**config.mk**
```make
export PLATFORM = sky130hd
export DESIGN_NAME = quad_enc_gen
export DESIGN_NICKNAME = d
export VERILOG_FILES = /design/src/rtl/quad_enc_gen_pkg.sv /design/src/rtl/quad_enc_tick.sv /design/src/rtl/quad_enc_gen.sv
export SDC_FILE = /design/constraint.sdc
export NUM_CORES = 1
export LEC_CHECK = 0
export CAP_MARGIN = 25
export CORE_MARGIN = 2
export CORE_UTILIZATION = 46
export DETAILED_ROUTE_END_ITERATION = 10
export GPL_TIMING_DRIVEN = 0
export PLACE_DENSITY = 0.65
export SLEW_MARGIN = 10
export SYNTH_ARGS = -nofsm -noshare
export SYNTH_HDL_FRONTEND = slang
export SYNTH_HIERARCHICAL = 1
export SYNTH_SLANG_ARGS = --single-unit
```
**constraint.sdc**
```tcl
create_clock -name clk -period 3.09 [get_ports clk]
set_input_delay 0.309 -clock clk [delete_from_list [all_inputs] [get_ports clk]]
set_output_delay 0.309 -clock clk [all_outputs]
set_load 0.05 [all_outputs]
```
**src/rtl/quad_enc_gen_pkg.sv**
```systemverilog
// Shared types and helpers for the quadrature encoder generator.
// Phase index 0..3 maps to {a,b} = 00, 10, 11, 01 (clockwise order).
package quad_enc_gen_pkg;

    typedef enum logic [1:0] {
        IDLE = 2'd0,
        RUN  = 2'd1,
        DONE = 2'd2
    } state_e;

    localparam int PH_W = 2;

    // Packed phase table, index 0 in the least significant pair.
    localparam logic [7:0] PHASE_TABLE = {2'b01, 2'b11, 2'b10, 2'b00};

    // Next phase index: CW steps forward, CCW steps backward, both modulo 4.
    function automatic logic [PH_W-1:0] next_phase(input logic [PH_W-1:0] phase,
                                                   input logic dir);
        return dir ? phase + 2'd1 : phase - 2'd1;
    endfunction

    // {a,b} level pair for a phase index.
    function automatic logic [1:0] phase_ab(input logic [PH_W-1:0] idx);
        logic [7:0] tbl;
        tbl = PHASE_TABLE;
        return tbl[{idx, 1'b0} +: 2];
    endfunction

endpackage

```
**src/rtl/quad_enc_tick.sv**
```systemverilog
// Loadable down-counter that paces the phase advances.
// expire is high in any enabled cycle where the count has reached zero;
// the owner reloads it with load on that same cycle.
module quad_enc_tick #(
    parameter int DIV_W = 12
) (
    input  logic             clk,
    input  logic             rst,
    input  logic             load,
    input  logic [DIV_W-1:0] load_val,
    input  logic             enable,
    output logic             expire
);

    logic [DIV_W-1:0] cnt_q;
    logic [DIV_W-1:0] cnt_d;

    // Load has priority; otherwise count down while enabled and non-zero.
    always_comb begin
        cnt_d = cnt_q;
        if (load) begin
            cnt_d = load_val;
        end else if (enable && (cnt_q != '0)) begin
            cnt_d = cnt_q - DIV_W'(1);
        end
    end

    // Counter register.
    always_ff @(posedge clk or posedge rst) begin
        if (rst) begin
            cnt_q <= '0;
        end else begin
            cnt_q <= cnt_d;
        end
    end

    assign expire = enable && (cnt_q == '0);

endmodule

```
**src/rtl/quad_enc_gen.sv**
```systemverilog
// Quadrature encoder generator: turns a (dir, steps, period) command into a
// Gray-coded A/B pair and tracks a signed running position.
// Optional build macro QUAD_ENC_GEN_ABORT_EN adds an abort input that ends a
// running command early, keeping a/b and pos where they are.
module quad_enc_gen
    import quad_enc_gen_pkg::*;
#(
    parameter int CNT_W = 8,
    parameter int DIV_W = 12,
    parameter int POS_W = 16
) (
    input  logic             clk,
    input  logic             rst,
    input  logic             start,
    input  logic             dir,
    input  logic [CNT_W-1:0] steps,
    input  logic [DIV_W-1:0] period,
`ifdef QUAD_ENC_GEN_ABORT_EN
    input  logic             abort,
`endif
    output logic             a,
    output logic             b,
    output logic             busy,
    output logic             done,
    output logic [POS_W-1:0] pos
);

    state_e            state_q, state_d;
    logic [PH_W-1:0]   phase_q, phase_d;
    logic [1:0]        ab_q, ab_d;
    logic              dir_q, dir_d;
    logic [CNT_W-1:0]  rem_q, rem_d;
    logic [DIV_W-1:0]  reload_q, reload_d;
    logic [POS_W-1:0]  pos_q, pos_d;

    logic              tick_load;
    logic [DIV_W-1:0]  tick_load_val;
    logic              tick_en;
    logic              tick_expire;
    logic [DIV_W-1:0]  period_reload;

    // A period of 0 behaves as 1, so the reload value saturates at 0.
    assign period_reload = (period == '0) ? '0 : period - DIV_W'(1);

    quad_enc_tick #(
        .DIV_W (DIV_W)
    ) u_tick (
        .clk      (clk),
        .rst      (rst),
        .load     (tick_load),
        .load_val (tick_load_val),
        .enable   (tick_en),
        .expire   (tick_expire)
    );

    // Next-state logic: command capture, phase advance and completion.
    always_comb begin
        state_d       = state_q;
        phase_d       = phase_q;
        ab_d          = ab_q;
        dir_d         = dir_q;
        rem_d         = rem_q;
        reload_d      = reload_q;
        pos_d         = pos_q;
        tick_load     = 1'b0;
        tick_load_val = reload_q;
        tick_en       = 1'b0;

        case (state_q)
            IDLE: begin
                if (start) begin
                    if (steps != '0) begin
                        dir_d         = dir;
                        rem_d         = steps;
                        reload_d      = period_reload;
                        tick_load     = 1'b1;
                        tick_load_val = period_reload;
                        state_d       = RUN;
                    end else begin
                        // Empty command: acknowledge without touching a/b.
                        state_d = DONE;
                    end
                end
            end
            RUN: begin
                tick_en = 1'b1;
                if (tick_expire) begin
                    phase_d   = next_phase(phase_q, dir_q);
                    ab_d      = phase_ab(phase_d);
                    pos_d     = dir_q ? pos_q + POS_W'(1) : pos_q - POS_W'(1);
                    rem_d     = rem_q - CNT_W'(1);
                    tick_load = 1'b1;
                    // Last advance and the move to DONE share one edge.
                    if (rem_q == CNT_W'(1)) begin
                        state_d = DONE;
                    end
                end
`ifdef QUAD_ENC_GEN_ABORT_EN
                // An advance due on this edge still happens; then stop.
                if (abort) begin
                    state_d = DONE;
                end
`endif
            end
            DONE: begin
                state_d = IDLE;
            end
            default: begin
                state_d = IDLE;
            end
        endcase
    end

    // State and datapath registers; reset drops any command in flight.
    always_ff @(posedge clk or posedge rst) begin
        if (rst) begin
            state_q  <= IDLE;
            phase_q  <= '0;
            ab_q     <= 2'b00;
            dir_q    <= 1'b0;
            rem_q    <= '0;
            reload_q <= '0;
            pos_q    <= '0;
        end else begin
            state_q  <= state_d;
            phase_q  <= phase_d;
            ab_q     <= ab_d;
            dir_q    <= dir_d;
            rem_q    <= rem_d;
            reload_q <= reload_d;
            pos_q    <= pos_d;
        end
    end

    assign a    = ab_q[1];
    assign b    = ab_q[0];
    assign busy = (state_q == RUN);
    assign done = (state_q == DONE);
    assign pos  = pos_q;

endmodule

```
==> impl_metrics.yaml <==
layout:
  fill_cells: 718
  regArea_mm2: 0.001351
  area_growth_pct: 18.97
  drive_above_1_share_pct: 7.983
  finalNetCount: 520
  multi_input_area_mm2: 0.002120
  n_antenna_cell: 0
critical_path:
  critPathMaxStageDelay_ns: 0.51
  worst-path-buf-inv: 2
  crit_arrival_ns: 3.07
  critPathMaxFanout: 18
  critPathCaptureType: "flip-flop"
  crit_path_top_delay_cell: "inv_1"
  crit_path_start_kind: "flip-flop"
  cp.required_ns: 3.30
  path_class: "reg2reg"
  timing.critical_path.max_delay_family: "compound AO/OA/AOI/OAI gates"
  path_common_cell: "a21o_1"
  cp_cell_sequence: "inv_1 -> ha_1 -> buf_2 -> a21o_1 -> a21o_1 -> a2111oi_0 -> a21boi_2 -> mux2i_1 -> nand3_1"
floorplan:
  core_mm2: 0.007687
  dieArea_mm2: 0.008612
  die_x_um: 92.80
  pin_count: 44
  dieHeight_um: 92.80
  start_util_pct: 47.18
  row_count: 32
route:
  ant_nets: 0
  viasPerCell: 5.644
  wl_per_cell_um: 14.90
  wirelength_um: 8611
  drt_iter0_drc: 108
  vias: 3262
  drc: 0
  drtPass1Iterations: 4
clock_network:
  clk_pin_slew_ns: 0.12
  cts.htree.levels: 2
  root_buffer: "clkbuf_8"
  numCtsBuffers: 5
  cts_tree: "built"
  hold_buffers: 0
  clock_sinks: 54
  clk-insertion-delay-late_ns: 0.32
  clk_path_buf_depth: 2
global_route:
  antenna_found_initial: 0
  grt_pass1_wl_um: 14480
  grt_max_degree: 28
  grt_pass1_vias: 3130
  gr-usage-all-layers_pct: 20.67
  overflow: 0
sta:
  finalSetupViolations: 0
  tns_ns: 0
  tightest_slew_ns: 0.7120
  hold_viol_final: 0
  slew_headroom_pct: 51.89
  worst_clock_skew_ns: 0.02415
  fin_crit_ns: 2.860
  rsz0062_at_grt: "false"
  post-route-period-util_pct: 92.56
  setup_slack_ns: 0.2300
  slew_viol_final: 0
  max_clock_freq_mhz: 349.6
synth:
  syn_avg_cell_area_um2: 8.575
  synth_top_area_share_pct: 37.25
  synth_common_cells: "nand2_1, dfrtp_1, o21ai_0, nor2_1, a21oi_1"
  yosys_warnings: 6
  synth_cell_types: 65
  synth_area_leaders: "dfrtp_1, ha_1, nand2_1"
  syn_area_mm2: 0.003627
  synth_enable_flop_cells: 0
  synth_fp_nets: 468
  synth_ff_type: "dfrtp_1"
  synthCells: 423
  synth_top_area_cell: "dfrtp_1"
  synth_seq_cells: 54
  synth_most_common_cell: "nand2_1"
  yosysSeqAreaShare_pct: 37.25
  synth_async_sr_flop_share_pct: 100.0
power_and_ir_drop:
  power.density_mw_per_mm2: 411.2
  ir_worst_vdd_mv: 0.3938
  p_leak_nw: 1.886
place:
  io_buffers: 43
  gp_congestion: 0.9262
  place_ws_ns: -0.1858
  dpl.hpwl_um: 6510
run:
  cap_viol_max_count: 0
worst_hold_path:
  hold_path_class: "in2async"
outcome:
  status: "complete, no violations"
-- what timing repair did --
| action | in CTS | in global routing |
|---|---|---|
| setup buffers | 1 | 0 |
| pin swaps | 1 | 0 |
| resized for setup | 0 | 2 |
| endpoints found under the setup margin | 14 | 11 |
-- layout make-up --
class                           instances  area share [%]
Inverter                               23           2.001
Buffer                                 16           1.885
Timing Repair Buffer                   45           10.61
Clock buffer                            5           1.595
Sequential cell                        54           31.31
Multi-Input combinational cell        330           49.12
Clock inverter                          3          0.5219
Tap cell                              102           2.957
-- registers in the layout, summed over array words and instances (netlist names) --
signal and cells:
phase_q 1, pos 16, reload_q 12, state_q 2, rem_q 8, u_tick/cnt_q 12, dir_q 1, ab_q 2
-- stage by stage --
step                power (mW)  hold slack (ns)  utilization, %  std cells  area (um^2)
floorplan                1.212           0.1737               -        423         3627
global placement         1.331           0.4598           54.44        568         4185
detailed placement       1.352           0.4777           54.70        569         4205
CTS                      1.777           0.3166           55.99        578         4304
global route             1.886           0.3569           56.14        578         4315
finish                   1.774           0.3110           56.14        578         4315
-- cells by family after synthesis --
group	count (synthesis)	share of synthesized area (%)
buffers and inverters	39	4.622
flip-flops	54	37.25
adder cells (fa/ha/maj)	21	7.451
AND/OR/NAND/NOR	166	23.56
multiplexers	3	0.8279
AO/OA/AOI/OAI	117	20.73
XOR/XNOR	23	5.554
-- metal layers --
| layer | global-route usage (%) | wire length, um | up-vias |
|---|---|---|---|
| met2 | 35.93 | 4238 | 49 |
| met1 | 26.67 | 4020 | 1572 |
| li1 | - | - | 1628 |
| met3 | 3.011 | 211 | 13 |
| met5 | 0 | 0 | - |
| met4 | 6.005 | 141 | 0 |
-- cell usage in the layout (no fill, tap or decap), types with 5 or more instances in the layout --
cell type and count:
ha_1 20, clkdlybuf4s50_1 43, nor3_1 16, clkbuf_1 5, dfrtp_1 54, a21oi_1 29, clkbuf_8 5, inv_1 21
buf_2 8, nand3_1 8, a21o_1 14, o21ai_0 38, nand4_1 8, xnor2_1 17, nor2_1 29, xor2_1 6
nand2_1 62
-- power by group --
part           switching, mW  internal (mW)
Clock                  0.260          0.165
Combinational          0.264          0.206
Sequential            0.0916          0.788
-- path summary, 6_finish.rpt --
check / startpoint / to / depth (start not counted) / slack (ns)
max reg2reg: dir_q$_DFFE_PP0P_ / pos[14]$_DFFE_PP0P_ / 9 / 0.23
max: dir_q$_DFFE_PP0P_ / pos[14]$_DFFE_PP0P_ / 9 / 0.23
min in group clk: reload_q[3]$_DFF_PP0_ / reload_q[3]$_DFF_PP0_ / 1 / 0.50
min reg2reg: reload_q[3]$_DFF_PP0_ / reload_q[3]$_DFF_PP0_ / 1 / 0.50
min: rst / pos[10]$_DFFE_PP0P_ / 2 / 0.31
max in group asynchronous: rst / rem_q[6]$_DFFE_PP0P_ / 3 / 2.31
Note: power is estimated with default switching activity, not from simulation.
